--- src/rtl/uart_pkg.sv ---
// Shared definitions for the UART TX byte FIFO: data width, TX handshake states, line-ending bytes.
package uart_pkg;

    localparam int UART_DATA_W = 8;

    typedef enum logic [1:0] {
        IDLE      = 2'd0,
        WAIT_BUSY = 2'd1,
        WAIT_DONE = 2'd2
    } tx_state_e;

    localparam logic [UART_DATA_W-1:0] ASCII_CR = 8'h0D;
    localparam logic [UART_DATA_W-1:0] ASCII_LF = 8'h0A;

endpackage

--- src/rtl/uart_tx_fifo_if.sv ---
// Bundle of the memory-mapped write path, fill status and uart_tx handshake around the TX FIFO.
interface uart_tx_fifo_if
    import uart_pkg::*;
#(
    parameter int DEPTH  = 32,
    parameter int DATA_W = UART_DATA_W,
    parameter int CNT_W  = $clog2(DEPTH) + 1
) ();

    logic              wr_en;
    logic [DATA_W-1:0] wr_data;
    logic              clr;
    logic              full;
    logic              empty;
    logic [CNT_W-1:0]  count;
    logic              overflow;
    logic              tx_start;
    logic [DATA_W-1:0] tx_data;
    logic              tx_ready;

    modport master (
        output wr_en, wr_data, clr, tx_ready,
        input  full, empty, count, overflow, tx_start, tx_data
    );

    modport slave (
        input  wr_en, wr_data, clr, tx_ready,
        output full, empty, count, overflow, tx_start, tx_data
    );

endinterface

--- src/rtl/uart_tx_fifo_sync_fifo.sv ---
// Synchronous byte FIFO: storage, wrapping pointers, separate occupancy count, sticky overflow, flush.
module sync_fifo
    import uart_pkg::*;
#(
    parameter int DEPTH  = 32,
    parameter int DATA_W = UART_DATA_W,
    parameter int CNT_W  = $clog2(DEPTH) + 1
) (
    input  logic              clk,
    input  logic              rst,
    input  logic              i_clr,
    input  logic              i_wr_en,
    input  logic [DATA_W-1:0] i_wr_data,
    input  logic              i_rd_en,
    output logic [DATA_W-1:0] o_rd_data,
    output logic              o_full,
    output logic              o_empty,
    output logic [CNT_W-1:0]  o_count,
    output logic              o_overflow
);

    localparam int PTR_W = $clog2(DEPTH);

    logic [DATA_W-1:0] r_mem [DEPTH];
    logic [PTR_W-1:0]  r_wr_ptr;
    logic [PTR_W-1:0]  r_rd_ptr;
    logic [CNT_W-1:0]  r_count;
    logic              r_overflow;
    logic              w_push;
    logic              w_pop;

    // Full is judged on pre-edge state, so a same-cycle pop never makes room for a push.
    assign o_full     = (r_count == CNT_W'(DEPTH));
    assign o_empty    = (r_count == '0);
    assign o_count    = r_count;
    assign o_overflow = r_overflow;
    assign o_rd_data  = r_mem[r_rd_ptr];

    assign w_push = i_wr_en && !o_full && !i_clr;
    assign w_pop  = i_rd_en && !o_empty && !i_clr;

    always_ff @(posedge clk) begin
        if (w_push) begin
            r_mem[r_wr_ptr] <= i_wr_data;
        end
    end

    always_ff @(posedge clk) begin
        if (rst || i_clr) begin
            r_wr_ptr   <= '0;
            r_rd_ptr   <= '0;
            r_count    <= '0;
            r_overflow <= 1'b0;
        end else begin
            if (w_push) begin
                r_wr_ptr <= r_wr_ptr + PTR_W'(1);
            end
            if (w_pop) begin
                r_rd_ptr <= r_rd_ptr + PTR_W'(1);
            end
            case ({w_push, w_pop})
                2'b10:   r_count <= r_count + CNT_W'(1);
                2'b01:   r_count <= r_count - CNT_W'(1);
                default: r_count <= r_count;
            endcase
            if (i_wr_en && o_full) begin
                r_overflow <= 1'b1;
            end
        end
    end

endmodule

--- src/rtl/uart_tx_fifo.sv ---
// Byte FIFO feeding uart_tx through its start/ready handshake.
// Define UART_TX_FIFO_CRLF_EN to expand each LF into CR followed by LF on the wire.
module uart_tx_fifo
    import uart_pkg::*;
#(
    parameter int DEPTH  = 32,
    parameter int DATA_W = UART_DATA_W,
    parameter int CNT_W  = $clog2(DEPTH) + 1
) (
    input logic           clk,
    input logic           rst,
    uart_tx_fifo_if.slave bus
);

    tx_state_e         r_state;
    tx_state_e         w_state_nxt;
    logic              r_guard;
    logic              w_guard_nxt;
    logic              r_tx_start;
    logic [DATA_W-1:0] r_tx_data;
    logic [DATA_W-1:0] w_tx_data_nxt;
    logic [DATA_W-1:0] w_head;
    logic              w_issue;
    logic              w_pop;
    logic              w_empty;
`ifdef UART_TX_FIFO_CRLF_EN
    logic              r_cr_sent;
    logic              w_cr_sent_nxt;
`endif

    sync_fifo #(
        .DEPTH  (DEPTH),
        .DATA_W (DATA_W),
        .CNT_W  (CNT_W)
    ) u_fifo (
        .clk        (clk),
        .rst        (rst),
        .i_clr      (bus.clr),
        .i_wr_en    (bus.wr_en),
        .i_wr_data  (bus.wr_data),
        .i_rd_en    (w_pop),
        .o_rd_data  (w_head),
        .o_full     (bus.full),
        .o_empty    (w_empty),
        .o_count    (bus.count),
        .o_overflow (bus.overflow)
    );

    assign bus.empty    = w_empty;
    assign bus.tx_start = r_tx_start;
    assign bus.tx_data  = r_tx_data;

    always_comb begin
        w_state_nxt   = r_state;
        w_guard_nxt   = r_guard;
        w_tx_data_nxt = r_tx_data;
        w_issue       = 1'b0;
        w_pop         = 1'b0;
`ifdef UART_TX_FIFO_CRLF_EN
        w_cr_sent_nxt = r_cr_sent;
`endif
        case (r_state)
            IDLE: begin
                w_guard_nxt = 1'b0;
                if (!w_empty && bus.tx_ready && !bus.clr) begin
                    w_issue     = 1'b1;
                    w_state_nxt = WAIT_BUSY;
`ifdef UART_TX_FIFO_CRLF_EN
                    // CR goes out first and leaves the LF at the head for the next issue.
                    if (w_head == ASCII_LF && !r_cr_sent) begin
                        w_tx_data_nxt = ASCII_CR;
                        w_cr_sent_nxt = 1'b1;
                    end else begin
                        w_tx_data_nxt = w_head;
                        w_pop         = 1'b1;
                        w_cr_sent_nxt = 1'b0;
                    end
`else
                    w_tx_data_nxt = w_head;
                    w_pop         = 1'b1;
`endif
                end
            end
            WAIT_BUSY: begin
                // Don't hang if uart_tx never visibly drops ready.
                if (!bus.tx_ready || r_guard) begin
                    w_state_nxt = WAIT_DONE;
                end else begin
                    w_guard_nxt = 1'b1;
                end
            end
            WAIT_DONE: begin
                if (bus.tx_ready) begin
                    w_state_nxt = IDLE;
                end
            end
            default: begin
                w_state_nxt = IDLE;
            end
        endcase
    end

    always_ff @(posedge clk) begin
        if (rst || bus.clr) begin
            r_state    <= IDLE;
            r_guard    <= 1'b0;
            r_tx_start <= 1'b0;
`ifdef UART_TX_FIFO_CRLF_EN
            r_cr_sent  <= 1'b0;
`endif
        end else begin
            r_state    <= w_state_nxt;
            r_guard    <= w_guard_nxt;
            r_tx_start <= w_issue;
`ifdef UART_TX_FIFO_CRLF_EN
            r_cr_sent  <= w_cr_sent_nxt;
`endif
        end
    end

    always_ff @(posedge clk) begin
        if (rst) begin
            r_tx_data <= '0;
        end else begin
            r_tx_data <= w_tx_data_nxt;
        end
    end

endmodule
--- src/flat_wrapper.sv ---
// flat-port wrapper written by rule: the top's interface ports become plain ports
module uart_tx_fifo_flat import uart_pkg::*;
#(
    parameter int DEPTH  = 32,
    parameter int DATA_W = UART_DATA_W,
    parameter int CNT_W  = $clog2(DEPTH) + 1
)
  (clk, rst, bus_wr_en, bus_wr_data, bus_clr, bus_tx_ready, bus_full, bus_empty, bus_count, bus_overflow, bus_tx_start, bus_tx_data);
  uart_tx_fifo_if #(.DEPTH(DEPTH), .DATA_W(DATA_W), .CNT_W(CNT_W)) bus_i ();
  input logic clk;
  input logic rst;
  input wire logic [$bits(bus_i.wr_en)-1:0] bus_wr_en;
  input wire logic [$bits(bus_i.wr_data)-1:0] bus_wr_data;
  input wire logic [$bits(bus_i.clr)-1:0] bus_clr;
  input wire logic [$bits(bus_i.tx_ready)-1:0] bus_tx_ready;
  output wire logic [$bits(bus_i.full)-1:0] bus_full;
  output wire logic [$bits(bus_i.empty)-1:0] bus_empty;
  output wire logic [$bits(bus_i.count)-1:0] bus_count;
  output wire logic [$bits(bus_i.overflow)-1:0] bus_overflow;
  output wire logic [$bits(bus_i.tx_start)-1:0] bus_tx_start;
  output wire logic [$bits(bus_i.tx_data)-1:0] bus_tx_data;
  assign bus_i.wr_en = bus_wr_en;
  assign bus_i.wr_data = bus_wr_data;
  assign bus_i.clr = bus_clr;
  assign bus_i.tx_ready = bus_tx_ready;
  assign bus_full = bus_i.full;
  assign bus_empty = bus_i.empty;
  assign bus_count = bus_i.count;
  assign bus_overflow = bus_i.overflow;
  assign bus_tx_start = bus_i.tx_start;
  assign bus_tx_data = bus_i.tx_data;
  uart_tx_fifo #(.DEPTH(DEPTH), .DATA_W(DATA_W), .CNT_W(CNT_W)) u_core (.clk(clk), .rst(rst), .bus(bus_i));
endmodule
--- config.mk ---
export PLATFORM = sky130hd
export DESIGN_NAME = uart_tx_fifo_flat
export DESIGN_NICKNAME = d
export VERILOG_FILES = /design/src/rtl/uart_pkg.sv /design/src/rtl/uart_tx_fifo_if.sv /design/src/rtl/uart_tx_fifo_sync_fifo.sv /design/src/rtl/uart_tx_fifo.sv /design/src/flat_wrapper.sv
export SDC_FILE = /design/constraint.sdc
export NUM_CORES = 1
export LEC_CHECK = 0
export CORE_MARGIN = 4
export CORE_UTILIZATION = 48
export CTS_CLUSTER_SIZE = 28
export DETAILED_ROUTE_END_ITERATION = 7
export PLACE_DENSITY_LB_ADDON = 0.12
export SLEW_MARGIN = 20
export SYNTH_ARGS = -nofsm -noshare
export SYNTH_HDL_FRONTEND = slang
export SYNTH_HIERARCHICAL = 1
export SYNTH_SLANG_ARGS = --single-unit
--- constraint.sdc ---
create_clock -name clk -period 3.73 [get_ports clk]
set_input_delay 0.5595 -clock clk [delete_from_list [all_inputs] [get_ports clk]]
set_output_delay 0.5595 -clock clk [all_outputs]
set_load 0.01 [all_outputs]
# [Word-level counts from Yosys, hierarchy flattened]
# Memory sizes are Yosys's and may differ from the RTL's. A register that Yosys moved wholly into a read port is not among the register bits.
# Cells that the tools add are included.
[totals] input_bits=13 register_bits=21 elab_cells=52 out_inout_bits=18 ramBits=256 memories=1
[op_classes] addsub=4 reduce_logical=20 n_eq_ne=9 muxes=11
[memory_table] memory="u_core.u_fifo.r_mem" words=32 width=8 rd=1 rd_clocked_by_memory_dff=1 wr=1 line_no="uart_tx_fifo_sync_fifo.sv:24" source="logic [DATA_W-1:0] r_mem [DEPTH];"
[op_table] operator="case mux 6 bit (2 select lines)" n=1
[op_table] operator="adder 5 x 1 -> 5 bit (second input constant)" n=2
[op_table] operator="logical AND 1 bit" n=7
[op_table] operator="adder 6 x 1 -> 6 bit (second input constant)" n=1
[op_table] operator="equality test 6 bit (second input constant)" n=1
[op_table] operator="logical NOT 6 bit" n=1
[op_table] operator="2-to-1 mux 2 bit" n=3
[op_table] operator="case mux 2 bit (3 select lines)" n=1
[op_table] operator="subtractor 6 x 1 -> 6 bit (second input constant)" n=1
[op_table] operator="2-to-1 mux 1 bit" n=5
[op_table] operator="equality test 2 x 1 -> 1 bit (second input constant)" n=2
[op_table] operator="equality test 2 bit (second input constant)" n=2
[op_table] operator="logical NOT 1 bit" n=4
[op_table] operator="inequality test 2 x 1 -> 1 bit (second input constant)" n=2
[op_table] operator="inequality test 2 bit (second input constant)" n=2
[op_table] operator="AND reduction 2 bit" n=2
[op_table] operator="nonzero test 2 bit" n=2
[op_table] operator="AND reduction 3 bit" n=1
[op_table] operator="logical NOT 2 bit" n=1
[op_table] operator="logical OR 1 bit" n=2
[op_table] operator="case mux 1 bit (2 select lines)" n=1

# [Depth between registers and ports, before layout]
[logic_depth] word_depth=10 depth_mapped=16 depth_no_buf=12

# [Hierarchy]
# The synthesis kept the hierarchy.
[modules_own_cells] module="sync_fifo" area_each_um2=11138.2 seq_area_each_um2=8127.8 cells_each=637 instances=1
[modules_own_cells] module="uart_tx_fifo" area_each_um2=543.0 seq_area_each_um2=240.2 cells_each=53 instances=1

# [Least setup slack after synthesis]
# Ideal clock, no wire load.
[synth_path] kind="register to register" from="reg u_core.u_fifo.r_count[1] (netlist: u_core/u_fifo/o_count[1])" to="reg u_core.u_fifo.r_count[2] (netlist: u_core/u_fifo/o_count[2])" path_slack_ps=116 setup_ps=70 arrival_ps=3544 period_less_slack_ps=3614 n_path_buf=4 required_ps=3660 stages_incl_launch_ff=17 cell_sequence="dfxtp_1 -> buf_6 -> or4_4 -> buf_6 -> nor3_1 -> nor4_4 -> buf_6 -> o31ai_4 -> nor2_1 -> ha_1 -> clkbuf_1 -> xor2_1 -> ha_1 -> a21oi_1 -> xor2_1 -> or3_1 -> a21oi_1"
[synth_via] elab_chain_cells=10 word_cells_on_any_way=18 cone_classes="add/sub (2); eq/ne (3); mux (3); reduce/logical (10)"
[synth_rtl] item="from (decl)" line_no="uart_tx_fifo_sync_fifo.sv:27" source="logic [CNT_W-1:0] r_count;"
[synth_rtl] item="from (signal assigned)" line_no="uart_tx_fifo_sync_fifo.sv:62" source="2'b10: r_count <= r_count + CNT_W'(1);"
[synth_rtl] item="from (signal assigned)" line_no="uart_tx_fifo_sync_fifo.sv:63" source="2'b01: r_count <= r_count - CNT_W'(1);"
[synth_rtl] item="from (signal assigned)" line_no="uart_tx_fifo_sync_fifo.sv:64" source="default: r_count <= r_count;"
[synth_rtl] item="logical NOT 6 bit *" line_no="uart_tx_fifo_sync_fifo.sv:34" source="assign o_empty = (r_count == '0);"
[synth_rtl] item="via bus_empty" line_no="flat_wrapper.sv:17" source="output wire logic [$bits(bus_i.empty)-1:0] bus_empty;"
[synth_rtl] item="logical NOT 1 bit *" line_no="uart_tx_fifo_sync_fifo.sv:40, uart_tx_fifo.sv:65"
[synth_rtl] item="logical AND 1 bit (2 in series)" line_no="uart_tx_fifo.sv:65" source="if (!w_empty && bus.tx_ready && !bus.clr) begin"
[synth_rtl] item="2-to-1 mux 1 bit" line_no="uart_tx_fifo.sv:65"
[synth_rtl] item="2-to-1 mux 1 bit" line_no="uart_tx_fifo.sv:62" source="case (r_state)"
[synth_rtl] item="logical AND 1 bit * (2 in series)" line_no="uart_tx_fifo_sync_fifo.sv:40" source="assign w_pop = i_rd_en && !o_empty && !i_clr;"
[synth_rtl] item="equality test 2 x 1 -> 1 bit / equality test 2 bit (equally long branches)" line_no="uart_tx_fifo_sync_fifo.sv:61" source="case ({w_push, w_pop})"
[synth_rtl] item="case mux 6 bit (2 select lines) / nonzero test 2 bit (equally long branches)"
# Mark *: on every way through the listed nets, which the timed path passes. The rest lies on a longest branch.
# A chain may end at the register's enable or synchronous reset.

# [Final worst setup path]
[layout_path] from="reg u_core.u_fifo.r_count[1] (netlist: u_core/u_fifo/o_count[1])" to="reg u_core.u_fifo.r_count[2] (netlist: u_core/u_fifo/o_count[2])"
[layout_via] elab_chain_cells=10 word_cells_on_any_way=18 cone_classes="add/sub (2); eq/ne (3); mux (3); reduce/logical (10)"
[layout_rtl] item="logical NOT 6 bit" line_no="uart_tx_fifo_sync_fifo.sv:34"
[layout_rtl] item="logical NOT 1 bit" line_no="uart_tx_fifo_sync_fifo.sv:40, uart_tx_fifo.sv:65"
[layout_rtl] item="logical AND 1 bit (2 in series)" line_no="uart_tx_fifo.sv:65"
[layout_rtl] item="2-to-1 mux 1 bit" line_no="uart_tx_fifo.sv:65"
[layout_rtl] item="2-to-1 mux 1 bit" line_no="uart_tx_fifo.sv:62"
[layout_rtl] item="logical AND 1 bit (2 in series)" line_no="uart_tx_fifo_sync_fifo.sv:40"
[layout_rtl] item="equality test 2 x 1 -> 1 bit / equality test 2 bit (equally long branches)" line_no="uart_tx_fifo_sync_fifo.sv:61"
[layout_rtl] item="case mux 6 bit (2 select lines) / nonzero test 2 bit (equally long branches)"
# Parallel ways exist; a longest one is shown, timed or not.

==> metrics.txt <==
# TYPE chip_impl_metric gauge
chip_impl_info{name="post-synth-top-count-cell",value="edfxtp_1"} 1
chip_impl_info{name="holdCritPathClass",value="flip-flop to flip-flop"} 1
chip_impl_metric{name="timing.critical_path.required",unit="ps"} 4200
chip_impl_metric{name="hold_buffers",unit=""} 0
chip_impl_metric{name="floorplan.die_area",unit="mm^2"} 0.0269
chip_impl_metric{name="power_density",unit="mW/mm^2"} 486
chip_impl_metric{name="final-hold-violation-count",unit=""} 0
chip_impl_info{name="ys_top_cells_by_count",value="edfxtp_1, mux2i_1, nor2_1, a22oi_1, dfxtp_1"} 1
chip_impl_metric{name="core_region_area",unit="mm^2"} 0.0237
chip_impl_metric{name="critPathMaxFanout",unit=""} 9
chip_impl_metric{name="setup-violations-final",unit=""} 0
chip_impl_info{name="tritoncts",value="done"} 1
chip_impl_metric{name="post_route_cells_drive_above_1_share",unit="%"} 16.8
chip_impl_metric{name="post-synth-top-area-fraction",unit="%"} 65.8
chip_impl_metric{name="num_vias",unit=""} 6221
chip_impl_metric{name="drt_first_pass_iters",unit=""} 5
chip_impl_metric{name="placedCellCount",unit=""} 1040
chip_impl_info{name="rsz0062_at_grt",value="no"} 1
chip_impl_metric{name="max-cap-violations",unit=""} 0
chip_impl_metric{name="h-tree-depth",unit=""} 1
chip_impl_metric{name="period_needed",unit="ps"} 3290
chip_impl_metric{name="synth_seq_area_share",unit="%"} 71.6
chip_impl_metric{name="detail_route.vias_per_cell",unit=""} 5.68
chip_impl_metric{name="yosys_register_bits",unit=""} 290
chip_impl_metric{name="arrival_time_worst_endpoint",unit="ps"} 3760
chip_impl_metric{name="synthCells",unit=""} 690
chip_impl_metric{name="postLayoutSetupSlackWorst",unit="ps"} 437
chip_impl_info{name="synth_area_leaders",value="edfxtp_1, mux2i_1, mux4_2"} 1
chip_impl_metric{name="clock-skew-final",unit="ps"} 11.4
chip_impl_metric{name="async_reset_ff_share",unit="%"} 0
chip_impl_metric{name="cellLeakagePower",unit="nW"} 4.21
chip_impl_info{name="outcome",value="finished, final reports clean"} 1
chip_impl_metric{name="postCtsSetupRepairBufs",unit=""} 0
chip_impl_metric{name="clockBufferDepth",unit=""} 3
chip_impl_metric{name="antenna_found_initial",unit=""} 0
chip_impl_metric{name="numClockSinks",unit=""} 290
chip_impl_info{name="critical_path_class",value="flip-flop to flip-flop"} 1
chip_impl_info{name="hp-start",value="u_core/bus.tx_data[7]$_SDFFE_PP0P_"} 1
chip_impl_metric{name="synth_nets",unit=""} 711
chip_impl_metric{name="hpwlAfterDp",unit="um"} 15600
chip_impl_metric{name="num-nets-final",unit=""} 774
chip_impl_info{name="cp-start-kind",value="flip-flop"} 1
chip_impl_metric{name="avgSynthCellArea",unit="um^2"} 16.9
chip_impl_metric{name="totalWireLength",unit="um"} 25100
chip_impl_metric{name="initial_utilization",unit="%"} 49.3
chip_impl_metric{name="synthDistinctLibCells",unit=""} 52
chip_impl_metric{name="clk_pin_slew",unit="ps"} 60
chip_impl_info{name="postSynth.topFlopCell",value="edfxtp_1"} 1
chip_impl_metric{name="dieWidth",unit="um"} 164
chip_impl_metric{name="globalplace.congestion",unit=""} 0.814
chip_impl_metric{name="num_io_pins",unit=""} 31
chip_impl_metric{name="drtIter0Drc",unit=""} 449
chip_impl_metric{name="irDropWorstVdd",unit="mV"} 0.347
chip_impl_metric{name="die_height",unit="um"} 164
chip_impl_metric{name="totalNegativeSetupSlack",unit="ps"} 0
chip_impl_info{name="synth_largest_area_cell",value="edfxtp_1"} 1
chip_impl_metric{name="highest_clock_frequency_the_design_can_meet",unit="MHz"} 304
chip_impl_metric{name="place.port_buffers",unit=""} 30
chip_impl_metric{name="areaGrowthSynthToFinish",unit="%"} 15.3
chip_impl_metric{name="first_pass_grt_wire_length",unit="um"} 38700
chip_impl_metric{name="cts-buffers-inserted",unit=""} 30
chip_impl_metric{name="detail_route.wl_per_cell",unit="um"} 22.9
chip_impl_metric{name="overflow",unit=""} 0
chip_impl_metric{name="final.fill_count",unit=""} 1896
chip_impl_metric{name="syn_area",unit="mm^2"} 0.0117
chip_impl_metric{name="slew_viol_final",unit=""} 0
chip_impl_metric{name="row_count",unit=""} 56
chip_impl_metric{name="utilization",unit="%"} 56.9
chip_impl_metric{name="global_route.usage.total",unit="%"} 19.2
chip_impl_metric{name="tightest_slew",unit="ps"} 983
chip_impl_metric{name="antennaDiodeCount",unit=""} 0
chip_impl_metric{name="remaining_drc_errors",unit=""} 0
chip_impl_metric{name="pre_cts_setup_slack",unit="ps"} 458
chip_impl_metric{name="yosys_warnings",unit=""} 6
chip_impl_info{name="cts_root_buffer",value="clkbuf_16"} 1
chip_impl_metric{name="postCtsResizedCells",unit=""} 0
chip_impl_metric{name="synth-edff-count",unit=""} 256
chip_impl_metric{name="number_of_global_route_vias_before_repair",unit=""} 6294
chip_impl_info{name="crit-reg2reg-launch",value="u_core/u_fifo/o_count[1]$_SDFFE_PP0P_"} 1
chip_impl_info{name="setup.worst_path.start",value="u_core/u_fifo/o_count[1]$_SDFFE_PP0P_"} 1
chip_impl_metric{name="clk-insertion-delay-late",unit="ps"} 540
chip_impl_info{name="endpoint_kind",value="flip-flop"} 1
chip_impl_metric{name="worst_slew_margin_rel",unit="%"} 34.2
chip_impl_metric{name="maximum_number_of_pins_on_one_net_before_global_route_repair",unit=""} 65
chip_impl_metric{name="final_cycle_share",unit="%"} 88.3
chip_impl_metric{name="final_antenna_net_count",unit=""} 0
chip_impl_metric{name="final_std_cells_w_o_fill",unit=""} 1095
==> layout by cell type (no fill, tap or decap), types with 4 or more instances in the layout <==
cell type	count
clkinv_1	4
mux2i_1	79
a221oi_1	8
mux4_2	32
inv_1	9
clkbuf_8	4
nor2b_1	6
nand2_1	13
or3_1	6
nor3_1	4
clkbuf_16	31
buf_4	39
a22oi_1	34
nor2_1	51
clkbuf_1	9
nand3_1	26
clkinv_2	5
dfxtp_1	32
ha_1	8
nand3b_1	4
clkdlybuf4s50_1	29
xor2_1	7
nand2b_1	18
edfxtp_1	256
a21oi_1	7
a22o_1	8
==> sequential cells by signal, indices dropped and copies added (netlist names), named ones only <==
name / flops
u_core/u_fifo/r_rd_ptr: 5
u_core/u_fifo/r_mem: 256
u_core/u_fifo/o_overflow: 1
u_core/r_state: 2
u_core/bus.tx_start: 1
u_core/u_fifo/r_wr_ptr: 5
u_core/bus.tx_data: 8
u_core/u_fifo/o_count: 6
u_core/r_guard: 1
==> kinds of logic (layout without fill, tap and decap cells) <==
logic type,count (synthesis),after routing,share of synthesized area [%]
xor gates and xnor gates,8,8,0.600
AOI/OAI and AO/OA,76,76,5.16
muxes,111,111,12.9
and+or+nand+nor,148,148,6.69
adders and majority gates,8,8,0.857
DFF,290,290,71.6
buffers and inverters,49,135,2.11
==> critical path, stage by stage, from the launching register on <==
cell,delay [ps]
dfxtp_1,410
or4_4,630
nor3_1,420
nor4_4,120
o31ai_4,120
nor2_1,120
ha_1,220
xor2_1,150
ha_1,190
a21oi_1,220
xor2_1,120
or3_1,340
a21oi_1,160
==> per-layer routing <==
metal	GRT usage, %	share of wire (%)
met1	27.5	44
met2	31.4	49
met3	2.61	4.1
met4	5.15	2.9
met5	0	0
==> layout make-up <==
cell class | count | area (um^2) | share of cell area, %
Sequential cell | 290 | 8370 | 62.2
Multi-Input combinational cell | 351 | 3070 | 22.8
Clock buffer | 44 | 865 | 6.42
Timing Repair Buffer | 71 | 628 | 4.66
Tap cell | 319 | 399 | 2.96
Clock inverter | 11 | 100 | 0.743
Inverter | 9 | 33.8 | 0.251
==> per-stage QoR <==
stage / total power [mW] / hold WS (ps) / area, um^2
floorplan: 3.65 / 447 / 11700
global placement: 3.73 / 458 / 12500
detailed placement: 3.74 / 465 / 12500
CTS: 6.61 / 476 / 13500
global route: 6.76 / 495 / 13500
finish: 6.54 / 472 / 13500
==> power by group <==
part,switching (mW),total [mW],leakage [nW],internal [mW]
clock network,1.14,2.87,0.475,1.73
registers,0.00338,3.54,2.58,3.54
logic,0.0905,0.130,1.15,0.0394
==> final timing paths <==
check / endpoint / slack (ps) / cells past startpoint
setup / recovery: u_core/u_fifo/o_count[2]$_SDFFE_PP0P_ / 440 / 12
setup reg to reg: u_core/u_fifo/o_count[2]$_SDFFE_PP0P_ / 440 / 12
hold reg to reg: u_core/bus.tx_data[7]$_SDFFE_PP0P_ / 470 / 2
hold / removal: u_core/bus.tx_data[7]$_SDFFE_PP0P_ / 470 / 2
Power figures use the tool's default switching activity.
